[config.mk]
export PLATFORM = sky130hd
export DESIGN_NAME = uart_fifo
export DESIGN_NICKNAME = d
export VERILOG_FILES = /design/src/rtl/uart_fifo.sv
export SDC_FILE = /design/constraint.sdc
export NUM_CORES = 1
export LEC_CHECK = 0
export BUFFER_PORTS_ARGS = -buffer_cell sky130_fd_sc_hd__buf_2
export CAP_MARGIN = 5
export CORE_ASPECT_RATIO = 1.2
export CORE_MARGIN = 8
export CORE_UTILIZATION = 30
export DETAILED_ROUTE_END_ITERATION = 10
export HOLD_SLACK_MARGIN = 0.12
export PLACE_DENSITY = 0.5
export SLEW_MARGIN = 10
export SYNTH_ARGS = -nofsm -noshare
export SYNTH_HDL_FRONTEND = slang
export SYNTH_SLANG_ARGS = --single-unit
[constraint.sdc]
create_clock -name clk -period 2.14 [get_ports clk]
set_clock_uncertainty 0.15 [all_clocks]
set_input_delay 0 -clock clk [delete_from_list [all_inputs] [get_ports clk]]
set_output_delay 0 -clock clk [all_outputs]
set_load 0.02 [all_outputs]
[src/rtl/uart_fifo.sv]
// Byte FIFO between the UART datapath and host logic: first-word-fall-through
// read port, occupancy-based flags and sticky overflow/underflow error bits.
module uart_fifo #(
   parameter int ADDR_WIDTH = 3,
   parameter int DATA_WIDTH = 8,
   parameter int AF_THRESH  = (1 << ADDR_WIDTH) - 1,
   parameter int AE_THRESH  = 1
) (
   input  logic                  clk,
   input  logic                  reset,
   input  logic                  wr,
   input  logic [DATA_WIDTH-1:0] w_data,
   input  logic                  rd,
   output logic [DATA_WIDTH-1:0] r_data,
   output logic [ADDR_WIDTH:0]   count,
   output logic                  full,
   output logic                  empty,
   output logic                  almost_full,
   output logic                  almost_empty,
   output logic                  overflow,
   output logic                  underflow,
   input  logic                  clr_err
);

   localparam int DEPTH = 1 << ADDR_WIDTH;
   localparam logic [ADDR_WIDTH:0] DEPTH_C = DEPTH[ADDR_WIDTH:0];
   localparam logic [ADDR_WIDTH:0] AF_C    = AF_THRESH[ADDR_WIDTH:0];
   localparam logic [ADDR_WIDTH:0] AE_C    = AE_THRESH[ADDR_WIDTH:0];

   logic [DATA_WIDTH-1:0] mem_r [DEPTH];
   logic [ADDR_WIDTH-1:0] wr_ptr_r;
   logic [ADDR_WIDTH-1:0] rd_ptr_r;
   logic [ADDR_WIDTH:0]   count_r;
   logic                  overflow_r;
   logic                  underflow_r;

   logic                  push_s;
   logic                  pop_s;
   logic                  ovf_evt_s;
   logic                  unf_evt_s;
   logic                  full_s;
   logic                  empty_s;
   logic [ADDR_WIDTH:0]   count_nxt_s;

   // Flags decode only the registered count, so they never follow wr/rd directly.
   assign full_s  = (count_r == DEPTH_C);
   assign empty_s = (count_r == {(ADDR_WIDTH+1){1'b0}});

   // Handshake decode: a pop on a full FIFO frees the slot for the same-edge push.
   always_comb begin
      push_s    = wr && (!full_s || rd);
      pop_s     = rd && !empty_s;
      ovf_evt_s = wr && full_s && !rd;
      unf_evt_s = rd && empty_s;
   end

   // Next occupancy from the accepted push/pop pair.
   always_comb begin
      count_nxt_s = count_r;
      case ({push_s, pop_s})
         2'b10:   count_nxt_s = count_r + (ADDR_WIDTH+1)'(1);
         2'b01:   count_nxt_s = count_r - (ADDR_WIDTH+1)'(1);
         default: count_nxt_s = count_r;
      endcase
   end

   // Storage array; contents are deliberately left unreset, the empty mask hides stale data.
   always_ff @(posedge clk) begin
      if (push_s) begin
         mem_r[wr_ptr_r] <= w_data;
      end
   end

   // Pointers, occupancy and sticky error bits.
   always_ff @(posedge clk or posedge reset) begin
      if (reset) begin
         wr_ptr_r    <= {ADDR_WIDTH{1'b0}};
         rd_ptr_r    <= {ADDR_WIDTH{1'b0}};
         count_r     <= {(ADDR_WIDTH+1){1'b0}};
         overflow_r  <= 1'b0;
         underflow_r <= 1'b0;
      end else begin
         if (push_s) begin
            wr_ptr_r <= wr_ptr_r + ADDR_WIDTH'(1);
         end
         if (pop_s) begin
            rd_ptr_r <= rd_ptr_r + ADDR_WIDTH'(1);
         end
         count_r <= count_nxt_s;
         // A fresh error event outranks a clear requested in the same cycle.
         if (ovf_evt_s) begin
            overflow_r <= 1'b1;
         end else if (clr_err) begin
            overflow_r <= 1'b0;
         end
         if (unf_evt_s) begin
            underflow_r <= 1'b1;
         end else if (clr_err) begin
            underflow_r <= 1'b0;
         end
      end
   end

   // Fall-through head entry, forced to zero while empty.
   always_comb begin
      if (empty_s) begin
         r_data = {DATA_WIDTH{1'b0}};
      end else begin
         r_data = mem_r[rd_ptr_r];
      end
   end

   assign count        = count_r;
   assign full         = full_s;
   assign empty        = empty_s;
   assign almost_full  = (count_r >= AF_C);
   assign almost_empty = (count_r <= AE_C);
   assign overflow     = overflow_r;
   assign underflow    = underflow_r;

endmodule

=== Yosys cells after proc, flatten, opt, wreduce, memory -nomap -nowiden ===
Memory sizes are Yosys's and may differ from the RTL's.
Index checks and enable logic that the tools add are counted.

* Register bits after elaboration: 12
* Bits in writable memories: 64
* Input port bits: 13
* Output and inout port bits: 18
* Logic and storage cells: 35
* Memories kept: 1

* $add $sub $neg: 4
* $lt $le $gt $ge: 2
* Eq/ne operators: 3
* Multiplexer cells: 7
* Reduce and logical (&&, ||, !) cells: 13

{| class="wikitable"
|+ Memories
! name !! words !! bits a word !! read ports !! clocked after Yosys merged registers in !! wr ports !! RTL line !! source
|-
| mem_r || 8 || 8 || 1 || 0 || 1 || 30 || <nowiki>logic [DATA_WIDTH-1:0] mem_r [DEPTH];</nowiki>
|}

{| class="wikitable"
|+ Operator list
! kind !! number
|-
| $mux 8 || 1
|-
| $pmux 4 s2 || 1
|-
| $add 3x1->3 const B || 2
|-
| $reduce_bool 2->1 || 3
|-
| $logic_and 1x1->1 || 5
|-
| $mux 1 || 5
|-
| $add 4x1->4 const B || 1
|-
| $eq 4x4->1 const B || 1
|-
| $ge 4x3->1 const B || 1
|-
| $le 4x1->1 const B || 1
|-
| $logic_not 4->1 || 1
|-
| $sub 4x1->4 const B || 1
|-
| $logic_not 1->1 || 3
|-
| $eq 2x1->1 const B || 1
|-
| $eq 2x2->1 const B || 1
|-
| $logic_or 1x1->1 || 1
|}

=== Longest topological paths before layout ===
* Depth after elaboration: 6
* Mapped depth: 8
* Gate-level depth less buffers: 8

=== Worst setup path after synthesis ===
No wires, ideal clock.

* Path type: reg-to-reg
* Start point: reg count_r[0], in the netlist count[0]
* End point: reg count_r[3], in the netlist count[3]
* Library setup time: 0.080 ns
* Arrival time: 2.216 ns
* Data required time: 1.910 ns
* Slack: -0.306 ns
* Stages on the path, launching flop included: 9
* Path buffers: 0
* Clock period less this slack: 2.446 ns
* Cells stage by stage: dfrtp_1 inv_1 ha_1 nor3b_1 nor2b_1 ha_1 or4b_4 a21oi_2 xor2_1

* Elaborated cells between the ends (all ways): 13
* Classes of those cells: 2 x add/sub; 3 x eq/ne; 1 x mux; 7 x reduce/logical

{| class="wikitable"
|+ RTL lines
! item !! RTL line !! source
|-
| start: declaration || 33 || <nowiki>logic [ADDR_WIDTH:0] count_r;</nowiki>
|-
| start signal: assignment || 79 || <nowiki>count_r <= {(ADDR_WIDTH+1){1'b0}};</nowiki>
|-
| start signal: assignment || 89 || <nowiki>count_r <= count_nxt_s;</nowiki>
|-
| $logic_not 4->1 * || 47 || <nowiki>assign empty_s = (count_r == {(ADDR_WIDTH+1){1'b0}});</nowiki>
|-
| $logic_not 1->1 * || 52 || <nowiki>pop_s = rd && !empty_s;</nowiki>
|-
| $logic_and 1x1->1 * || 52 ||
|-
| net pop_s || 38 || <nowiki>logic pop_s;</nowiki>
|-
| $eq 2x1->1 / $eq 2x2->1 (equally long branches) || 60 || <nowiki>case ({push_s, pop_s})</nowiki>
|-
| $pmux 4 s2 / $reduce_bool 2->1 (equally long branches) || n/a ||
|}

Mark *: on every way through the listed nets, which the timed path passes. The rest lies on a longest branch.
A chain may end at the register's enable or synchronous reset.

=== Final worst setup path ===
Same ends and word-level chain as after synthesis.

==> reports/qor.txt <==
Status = finished clean
Number of buffers and inverters on the critical path = 1
Final instance count without filler cells = 406
Post-detailed-route wirelength per cell = 16.6 um
Maximum vdd ir drop = 0.858 mV
Data required time of the critical path = 2.24 ns
Setup CP Type = flop to flop
Reg2reg path depth = 8
Global route overflow = 0
Fraction of synthesis flops using an asynchronous set or reset pin = 0.158
Commonest non-fill, non-tap cell in the layout = sky130_fd_sc_hd__edfxtp_1
Instance count of the mapped netlist = 202
Timing startpoint of the critical path = count[0]$_DFFE_PP0P_
Worst Setup Slack post-DPL = -0.00212 ns
Endpoint of the worst register-to-register path = count[3]$_DFFE_PP0P_
Routed WL = 6750 um
Final weighted congestion in routability-driven placement = 0.735
Fin crit period = 2.05 ns
Largest buffer count on any clock path = 2
Die extent in y = 129 um
Critical Path Start Type = flop
R2R setup slack = 0.09 ns
Total power per unit cell area = 1390 mW/mm2
Number of routed nets with antenna violations = 0
Worst Setup Slack, final = 0.0863 ns
Total global routing track utilization = 0.0994
Distinct cell type count of the synthesized netlist = 30
EDFF count, synth = 64
Synth warn = 0
Average size of a mapped cell = 15.9 um2
HPWL reported at the end of detailed placement = 4330 um
Buffer type at the clock tree root = sky130_fd_sc_hd__clkbuf_16
Cell mode on critical path = sky130_fd_sc_hd__ha_4
Final net count = 293
Footprint of the multi-input gates = 973 um2
Fmax = 487 MHz
Data arrival, critical path = 2.15 ns
Number of inserted diodes = 0
Worst rel slew slack = 0.661
Clock latency of the later-clocked register in the worst-skew pair = 0.33 ns
RSZ-0062 raised after global routing = yes
Number of flip-flops and latches in the synthesized netlist = 76
DR pass1 iterations = 4
Setup crit end kind = flop
Initial Utilization = 0.307
Final setup fails = 0
Violation count after the first detailed-routing iteration = 100
Number of placed instances, taps included = 370
Number of antenna violations at the first check in global routing = 0
Maximum fanout encountered on the critical timing path = 4
First-pass GRT wire length = 10800 um
Final Hold Violating Endpoints = 0
H-tree lvl count = 3
Util after Layout = 0.395
Clock transition at the registers of the reported paths = 0.06 ns
Top Family by Delay on Critical Path = simple AND/OR/NAND/NOR gates
Area used by sequential logic in the layout = 0.00223 mm2
Clock tree from TritonCTS = yes
Number of global-route vias before repair = 2024
Depth of the critical timing path with buffers and inverters included = 8
Slowest stage cell on the critical path = sky130_fd_sc_hd__or4b_4
Fraction of the yosys area taken by sequential cells = 0.692
DRC violations left = 0
Worst reg2reg startpoint = count[0]$_DFFE_PP0P_
Standby leakage power = 0.00163 uW
Post-synth top flop = sky130_fd_sc_hd__edfxtp_1
End of the critical path = count[3]$_DFFE_PP0P_
Max Slew Vio Count = 0
Cell area after synthesis = 0.00321 mm2
Die footprint = 0.0143 mm2
Ordered list of cells on the worst path = inv_2 -> ha_4 -> nor3b_4 -> nor2b_2 -> ha_4 -> or4b_4 -> a21oi_2 -> xor2_1
Core region area = 0.0105 mm2
Growth of design area from synthesis to finish = 28.8%
Path class of the lowest-slack min-delay path = primary input to flop
Cell row count = 41
TritonCTS buffer count = 9
Clock net sink count = 76
Final worst-path cycle share = 0.960
Horizontal die dimension = 110 um
Largest stage delay on the critical path = 0.45 ns
Via density = 4.58
Port bufs = 30
Highest-count cells in the layout ignoring fill and taps = sky130_fd_sc_hd__edfxtp_1, sky130_fd_sc_hd__mux2i_1, sky130_fd_sc_hd__buf_2, sky130_fd_sc_hd__buf_4, sky130_fd_sc_hd__a22o_1
I/O pins = 31
Maximum number of pins on one net before global-route repair = 27
Total nets after synthesis = 222
Layout cell share with drive strength beyond 1 = 0.310
Filler cell count in the final layout = 1011
Pin slew with the least headroom to its limit = 0.509 ns
Number of max-cap violations = 0
Vias after detailed routing = 1860
[cells by family after synthesis]
family / count (synthesis) / synth area share
flip-flops: 76 / 0.692
AND/OR/NAND/NOR: 39 / 0.0670
multiplexers: 35 / 0.110
AO/OA/AOI/OAI: 21 / 0.0546
buffers and inverters: 16 / 0.0273
XOR/XNOR: 8 / 0.0218
adder cells (fa/ha/maj): 7 / 0.0273
[flip-flops by register name (all words and copies together) (netlist names)]
name and cells:
rd_ptr_r 3, count 4, underflow 1, wr_ptr_r 3
overflow 1, mem_r 64
[worst min-delay path, stage by stage]
cell and delay, ns:
sky130_fd_sc_hd__dlygate4sd3_1 0.52, sky130_fd_sc_hd__buf_2 0.11, sky130_fd_sc_hd__o21ai_0 0.07
[cell type report]
cell class | instances | area share
Clock buffer | 10 | 0.0554
Clock inverter | 5 | 0.00726
Inverter | 7 | 0.00635
Multi-Input combinational cell | 110 | 0.235
Sequential cell | 76 | 0.538
Tap cell | 129 | 0.0390
Timing Repair Buffer | 69 | 0.119
[cell usage after synthesis (all sizes together) (2+ instances only)]
cell | number | area (um2)
edfxtp | 64 | 1920
mux2i | 33 | 330
a22o | 16 | 140
dfrtp | 12 | 300
nor3 | 11 | 55.1
buf | 9 | 61.3
nor2 | 9 | 33.8
ha | 7 | 87.6
inv | 7 | 26.3
xnor2 | 5 | 43.8
nand2 | 4 | 15.0
nand3b | 3 | 22.5
nor2b | 3 | 18.8
xor2 | 3 | 26.3
mux2 | 2 | 22.5
nand2b | 2 | 12.5
nand3 | 2 | 10.0
o21ai | 2 | 10.0
[stage by stage]
| stage | hold WS (ns) | total power, uW | setup TNS, ns | instance area (um2) |
|---|---|---|---|---|
| 2_1_floorplan | -0.285 | 3670 | -0.0739 | 3250 |
| 3_3_place_gp | -0.0961 | 4400 | 0 | 3650 |
| 3_5_place_dp | -0.0939 | 4420 | -0.00212 | 3650 |
| 4_1_cts | 0.248 | 5790 | 0 | 4070 |
| 5_1_grt | 0.288 | 6140 | -0.0169 | 4140 |
| 6_report | 0.267 | 5770 | 0 | 4140 |
[timing repair]
item	in CTS	in global routing
endpoints found under the hold margin	84	0
pin swaps	0	5
endpoints found under the setup margin	6	9
hold buffers	14	0
setup buffers	0	7
resized for setup	2	2
[worst min path at each step]
stage | startpoint | to | slack [ns] | depth (start not counted)
6_report | clr_err | underflow$_DFFE_PP0P_ | 0.27 | 3
5_1_grt | clr_err | underflow$_DFFE_PP0P_ | 0.29 | 3
4_1_cts | clr_err | underflow$_DFFE_PP0P_ | 0.25 | 3
3_5_place_dp | reset | overflow$_DFFE_PP0P_ | -0.09 | 2
3_3_place_gp | reset | wr_ptr_r[1]$_DFFE_PP0P_ | -0.1 | 2
2_1_floorplan | reset | count[2]$_DFFE_PP0P_ | -0.29 | 1
[metal layers]
layer  routed length (um)  up-vias  global-route usage
met5                    0        -                   0
met4                   87        0              0.0525
met3                  275       10              0.0245
met2                 3310       32               0.168
met1                 3080      913               0.115
li1                     -      905                   -
[where the power goes]
part	leakage [uW]	internal (uW)	switching (uW)	total (uW)
logic	0.000778	1040	1290	2330
registers	0.000723	1910	202	2110
clock network	0.000126	771	546	1320
total	0.00163	3720	2040	5770
Power figures use the tool's default switching activity.
